**src/rtl/axi_lite_arbiter.sv**
```systemverilog
// axi_lite_arbiter: round-robin N:1 AXI-Lite arbiter, one outstanding transaction; define AXI_ARB_TIMEOUT_EN for a response timeout
module axi_lite_arbiter #(
   parameter int ADDR_WIDTH     = 32,
   parameter int DATA_WIDTH     = 32,
   parameter int STRB_WIDTH     = DATA_WIDTH / 8,
   parameter int NUM_MASTERS    = 2,
   parameter int TIMEOUT_CYCLES = 256,
   localparam int GW            = NUM_MASTERS > 1 ? $clog2(NUM_MASTERS) : 1
) (
   input  logic                              aclk,
   input  logic                              areset,
   input  logic [NUM_MASTERS*ADDR_WIDTH-1:0] s_awaddr,
   input  logic [NUM_MASTERS-1:0]            s_awvalid,
   output logic [NUM_MASTERS-1:0]            s_awready,
   input  logic [NUM_MASTERS*DATA_WIDTH-1:0] s_wdata,
   input  logic [NUM_MASTERS*STRB_WIDTH-1:0] s_wstrb,
   input  logic [NUM_MASTERS-1:0]            s_wvalid,
   output logic [NUM_MASTERS-1:0]            s_wready,
   output logic [NUM_MASTERS*2-1:0]          s_bresp,
   output logic [NUM_MASTERS-1:0]            s_bvalid,
   input  logic [NUM_MASTERS-1:0]            s_bready,
   input  logic [NUM_MASTERS*ADDR_WIDTH-1:0] s_araddr,
   input  logic [NUM_MASTERS-1:0]            s_arvalid,
   output logic [NUM_MASTERS-1:0]            s_arready,
   output logic [NUM_MASTERS*DATA_WIDTH-1:0] s_rdata,
   output logic [NUM_MASTERS*2-1:0]          s_rresp,
   output logic [NUM_MASTERS-1:0]            s_rvalid,
   input  logic [NUM_MASTERS-1:0]            s_rready,
   output logic [ADDR_WIDTH-1:0]             m_awaddr,
   output logic                              m_awvalid,
   input  logic                              m_awready,
   output logic [DATA_WIDTH-1:0]             m_wdata,
   output logic [STRB_WIDTH-1:0]             m_wstrb,
   output logic                              m_wvalid,
   input  logic                              m_wready,
   input  logic [1:0]                        m_bresp,
   input  logic                              m_bvalid,
   output logic                              m_bready,
   output logic [ADDR_WIDTH-1:0]             m_araddr,
   output logic                              m_arvalid,
   input  logic                              m_arready,
   input  logic [DATA_WIDTH-1:0]             m_rdata,
   input  logic [1:0]                        m_rresp,
   input  logic                              m_rvalid,
   output logic                              m_rready,
   output logic [GW-1:0]                     grant,
   output logic                              busy
);
   typedef enum logic [2:0] {IDLE, WR_ADDR, WR_RESP, RD_ADDR, RD_DATA} state_t;
   state_t                  r_state, w_state_n;
   logic [GW-1:0]           r_grant, w_grant_n, w_pick, w_idx;
   logic                    r_aw_done, r_w_done, w_aw_done_n, w_w_done_n;
   logic [NUM_MASTERS-1:0]  w_req;
   logic                    w_to, w_drain_b, w_drain_r;
   logic [1:0]              w_bresp, w_rresp;
   logic [DATA_WIDTH-1:0]   w_rdata;

   if (NUM_MASTERS < 2 || NUM_MASTERS > 8 || TIMEOUT_CYCLES < 1) begin : g_bad_param
      $error("axi_lite_arbiter: unsupported parameter values");
   end

   assign w_req    = s_awvalid | s_arvalid;
   assign grant    = r_grant;
   assign busy     = r_state != IDLE;
   assign m_awaddr = s_awaddr[r_grant*ADDR_WIDTH +: ADDR_WIDTH];
   assign m_wdata  = s_wdata[r_grant*DATA_WIDTH +: DATA_WIDTH];
   assign m_wstrb  = s_wstrb[r_grant*STRB_WIDTH +: STRB_WIDTH];
   assign m_araddr = s_araddr[r_grant*ADDR_WIDTH +: ADDR_WIDTH];
   assign w_bresp  = w_to ? 2'b10 : m_bresp;
   assign w_rresp  = w_to ? 2'b10 : m_rresp;
   assign w_rdata  = w_to ? '0 : m_rdata;
   assign s_bresp  = {NUM_MASTERS{w_bresp}};
   assign s_rresp  = {NUM_MASTERS{w_rresp}};
   assign s_rdata  = {NUM_MASTERS{w_rdata}};

   // Round-robin pick: scan from farthest to nearest after the last grant so the nearest requester wins
   always_comb begin
      w_pick = r_grant;
      w_idx  = r_grant;
      for (int k = NUM_MASTERS; k >= 1; k--) begin
         w_idx = GW'((int'(r_grant) + k) % NUM_MASTERS);
         if (w_req[w_idx]) w_pick = w_idx;
      end
   end

   // Next-state and channel routing; only the granted master sees ready/valid
   always_comb begin
      w_state_n   = r_state;
      w_grant_n   = r_grant;
      w_aw_done_n = r_aw_done;
      w_w_done_n  = r_w_done;
      m_awvalid   = 1'b0;
      m_wvalid    = 1'b0;
      m_arvalid   = 1'b0;
      m_bready    = 1'b0;
      m_rready    = 1'b0;
      s_awready   = '0;
      s_wready    = '0;
      s_arready   = '0;
      s_bvalid    = '0;
      s_rvalid    = '0;
      case (r_state)
         IDLE: begin
            m_bready = w_drain_b;
            m_rready = w_drain_r;
            if (|w_req) begin
               w_grant_n   = w_pick;
               w_state_n   = s_awvalid[w_pick] ? WR_ADDR : RD_ADDR;
               w_aw_done_n = 1'b0;
               w_w_done_n  = 1'b0;
            end
         end
         WR_ADDR: begin
            m_awvalid          = s_awvalid[r_grant] & ~r_aw_done;
            m_wvalid           = s_wvalid[r_grant] & ~r_w_done;
            s_awready[r_grant] = m_awready & ~r_aw_done;
            s_wready[r_grant]  = m_wready & ~r_w_done;
            w_aw_done_n        = r_aw_done | (m_awvalid & m_awready);
            w_w_done_n         = r_w_done | (m_wvalid & m_wready);
            if (w_aw_done_n & w_w_done_n) w_state_n = WR_RESP;
         end
         WR_RESP: begin
            s_bvalid[r_grant] = w_to | m_bvalid;
            m_bready          = w_to ? w_drain_b : s_bready[r_grant];
            if ((w_to | m_bvalid) & s_bready[r_grant]) w_state_n = IDLE;
         end
         RD_ADDR: begin
            m_arvalid          = s_arvalid[r_grant];
            s_arready[r_grant] = m_arready;
            if (s_arvalid[r_grant] & m_arready) w_state_n = RD_DATA;
         end
         RD_DATA: begin
            s_rvalid[r_grant] = w_to | m_rvalid;
            m_rready          = w_to ? w_drain_r : s_rready[r_grant];
            if ((w_to | m_rvalid) & s_rready[r_grant]) w_state_n = IDLE;
         end
         default: w_state_n = IDLE;
      endcase
   end

   // State, grant and write-channel completion registers
   always_ff @(posedge aclk) begin
      if (areset) begin
         r_state   <= IDLE;
         r_grant   <= GW'(NUM_MASTERS - 1);
         r_aw_done <= 1'b0;
         r_w_done  <= 1'b0;
      end else begin
         r_state   <= w_state_n;
         r_grant   <= w_grant_n;
         r_aw_done <= w_aw_done_n;
         r_w_done  <= w_w_done_n;
      end
   end

`ifdef AXI_ARB_TIMEOUT_EN
   localparam int TW = $clog2(TIMEOUT_CYCLES + 1);
   logic [TW-1:0] r_cnt;
   logic          r_to, r_drain_b, r_drain_r;
   logic          w_wait, w_seen;
   assign w_wait    = (r_state == WR_RESP) | (r_state == RD_DATA);
   assign w_seen    = (r_state == WR_RESP) ? m_bvalid : m_rvalid;
   assign w_to      = r_to;
   assign w_drain_b = r_drain_b;
   assign w_drain_r = r_drain_r;

   // Response watchdog; on expiry remember which channel still owes a late response to swallow
   always_ff @(posedge aclk) begin
      if (areset) begin
         r_cnt     <= '0;
         r_to      <= 1'b0;
         r_drain_b <= 1'b0;
         r_drain_r <= 1'b0;
      end else begin
         if (m_bvalid & m_bready) r_drain_b <= 1'b0;
         if (m_rvalid & m_rready) r_drain_r <= 1'b0;
         if (!w_wait) begin
            r_cnt <= '0;
            r_to  <= 1'b0;
         end else if (!r_to && !w_seen) begin
            r_cnt <= r_cnt + 1'b1;
            if (r_cnt == TW'(TIMEOUT_CYCLES - 1)) begin
               r_to <= 1'b1;
               if (r_state == WR_RESP) r_drain_b <= 1'b1;
               else r_drain_r <= 1'b1;
            end
         end
      end
   end
`else
   assign w_to      = 1'b0;
   assign w_drain_b = 1'b0;
   assign w_drain_r = 1'b0;
`endif
endmodule

```
**config.mk**
```make
export PLATFORM = sky130hd
export DESIGN_NAME = axi_lite_arbiter
export DESIGN_NICKNAME = d
export VERILOG_FILES = /design/src/rtl/axi_lite_arbiter.sv
export SDC_FILE = /design/constraint.sdc
export NUM_CORES = 1
export LEC_CHECK = 0
export BUFFER_PORTS_ARGS = -buffer_cell sky130_fd_sc_hd__buf_2
export CAP_MARGIN = 20
export CORE_AREA = 2 2 170 172
export CTS_CLUSTER_DIAMETER = 150
export DETAILED_ROUTE_END_ITERATION = 6
export DIE_AREA = 0 0 172 174
export PLACE_DENSITY = 0.38
export SKIP_CTS_REPAIR_TIMING = 1
export SLEW_MARGIN = 5
export SYNTH_ARGS = -nofsm -noshare
export SYNTH_HDL_FRONTEND = slang
export SYNTH_SLANG_ARGS = --single-unit
```
**constraint.sdc**
```tcl
create_clock -name aclk -period 1.3 [get_ports aclk]
set_input_delay 0.13 -clock aclk [delete_from_list [all_inputs] [get_ports aclk]]
set_output_delay 0.13 -clock aclk [all_outputs]
set_load 0.02 [all_outputs]
```
==> flow_summary.yaml <==
yosys:
  synth_mux_area_frac: 0.522
  netlist_top_cells_area: "mux2_2 50%, buf_4 25%, dfxtp_1 5.3%, and3_1 2.7%, buf_2 2.0%"
  synth_edf_count: 0
  synth_cell_types: 31
  ys_ff_latch: 6
  synth-compound-area-share: 0.0591
  syn-num-nets: 506
  seq_area_frac_synth: 0.0525
  synthAdderAreaFrac: 0
  synth_top_family_by_area: "multiplexers"
  yosysWarnings: 0
  synth_top_area_frac: 0.502
  synth-async-reset-ratio: 0
  synth-main-ff-cell: "dfxtp_1"
  syn-cell-area_mm2: 0.00229
  synth_xor_area_frac: 0
  synthTopCellsByCount: "102 x mux2_2, 75 x buf_4, 10 x and3_1"
  synth_cells: 253
  synthSimpleGateAreaFrac: 0.0920
  syn_area_per_cell_um2: 9.04
  yosys.area.top_type: "mux2_2"
  synth.most_common_cell: "mux2_2"
timing:
  skew_ps: 6.73
  fin_ws_ps: -370
  hold_violations: 0
  fin_crit_ps: 1670
  setup_viol: 121
  final_max_slew_viol_count: 0
  worst_slew_pin_slew_ps: 364
  max_slew_margin: 0.755
  fin_crit_sh: 1.28
  holdWs_ps: 160
  max_freq_ghz: 0.599
  rsz0062_at_grt: "yes"
setup_path:
  r2r-start: "grant"
  endpoint: "m_awaddr[31]"
  cp-start-kind: "flop"
  path_max_fanout: 8
  crit_start: "grant"
  reg2reg_slack_ps: -320
  r2r_end: "r_state[1]"
  rr_worst_depth: 7
  critPathRequiredTime_ps: 1170
  criticalPathCategory: "flop to primary output"
  end_kind: "primary output"
  worstPathArrival_ps: 1540
global_route:
  grt_max_degree: 20
  grt_pass1_wl_um: 17700
  grt_pass1_vias: 2907
  grt_usage: 0.0795
  grt-ovfl-total: 0
  antenna_found_initial: 1
die:
  die_x_um: 172
  ios: 442
  start_util: 0.0810
  fp.dieArea_mm2: 0.0299
  row_count: 62
  fp.coreArea_mm2: 0.0282
  dieHeight_um: 174
place:
  place_ws_ps: -138
  dp_cells: 925
  routabilityCongestion: 0.749
  hpwl_um: 13000
  io_buffers: 333
clock_tree:
  h-tree-depth: 1
  cts-root-buf: "clkbuf_16"
  insertion_delay_ps: 230
  clk_pin_slew_ps: 40
  clock_sinks: 6
  cts_made_buffers: 3
  cts.path.max_buffers: 2
  cts_tree: "done"
flow_run:
  drv_cap: 0
detailed_routing:
  firstDrtPassIters: 4
  drt_first_iter_violations: 38
  drc: 0
  wire_per_inst_um: 15.9
  via_per_inst: 3.27
  antenna_left: 0
  via_count: 3081
  wl_um: 15000
worst_hold_path:
  hp-class: "input port to flop"
power:
  ir_worst_vdd_mv: 0.392
  p_per_area_mw_per_mm2: 1130
  leakage_nw: 3.08
  p_total_w: 0.00643
outcome:
  status: "complete, but fails checks"
  failed_checks: "setup timing"
finish:
  fill_cells: 3175
  nets: 812
  drive_gt1_frac: 0.941
  antenna_cells: 0
  final_util: 0.201
  area_growth_pct: 149
  final_cells: 942
-- report_power, final --
part           internal (W)  switching [W]  total, W
Combinational       0.00325        0.00241   0.00565
Clock              0.000408       0.000114  0.000522
Sequential         0.000223      0.0000279  0.000251
-- metal layers --
layer | vias up | global-route usage | wire [µm]
li1 | 1439 | - | -
met1 | 1433 | 0.0869 | 5530
met2 | 201 | 0.157 | 8050
met3 | 6 | 0.0196 | 1330
met4 | 2 | 0.00735 | 61
met5 | - | 0 | 13
-- worst max-delay path, stage by stage, from the launching register on --
cell       delay, ps
dfxtp_4          350
buf_12           130
buf_16           160
clkbuf_16        180
mux2_4           320
buf_6            130
-- stage by stage --
stage,area (µm²),TNS (ps)
3_5_place_dp,4420,-9530
6_report,5680,-34570
4_1_cts,4500,-38070
5_1_grt,5680,-38290
2_1_floorplan,2580,-4660
3_3_place_gp,4420,-8900
-- logic make-up after synthesis --
group | after synthesis
muxes | 105
buffers and inverters | 87
AOI/OAI and AO/OA | 18
DFF | 6
and+or+nand+nor | 37
-- cells in the final DEF, fill, tap and decap left out, drive strengths merged, types with 2 or more instances in the layout --
cell,n
buf,382
mux2,105
and3,10
nor2,9
clkbuf,8
nand2,6
dfxtp,6
a21oi,5
and2,4
a21o,2
nand2b,2
inv,2
o21ai,2
a211oi,2
o21ba,2
-- cell type report --
| cell class | instances | area (µm²) | area share |
|---|---|---|---|
| repair buffers | 386 | 2990 | 0.525 |
| multi-input cells | 160 | 2000 | 0.352 |
| well taps | 384 | 480 | 0.0845 |
| flip-flops and latches | 6 | 126 | 0.0222 |
| clock buffers | 4 | 78.8 | 0.0139 |
| inverters | 2 | 10.0 | 0.00176 |
-- sequential cells by signal, summed over array words and instances, names as in the netlist --
name / cells
grant: 1
r_aw_done: 1
r_state: 3
r_w_done: 1
-- worst min-delay path by stage --
stage,slack [ps],end,from,depth (start not counted)
global route,190,r_state[1],areset,2
CTS,170,r_aw_done,areset,2
finish,160,r_state[1],areset,2
detailed placement,260,s_rdata[37],m_rdata[5],0
global placement,260,s_rdata[37],m_rdata[5],0
floorplan,190,r_state[1],areset,1
Note: power is estimated with default switching activity, not from simulation.
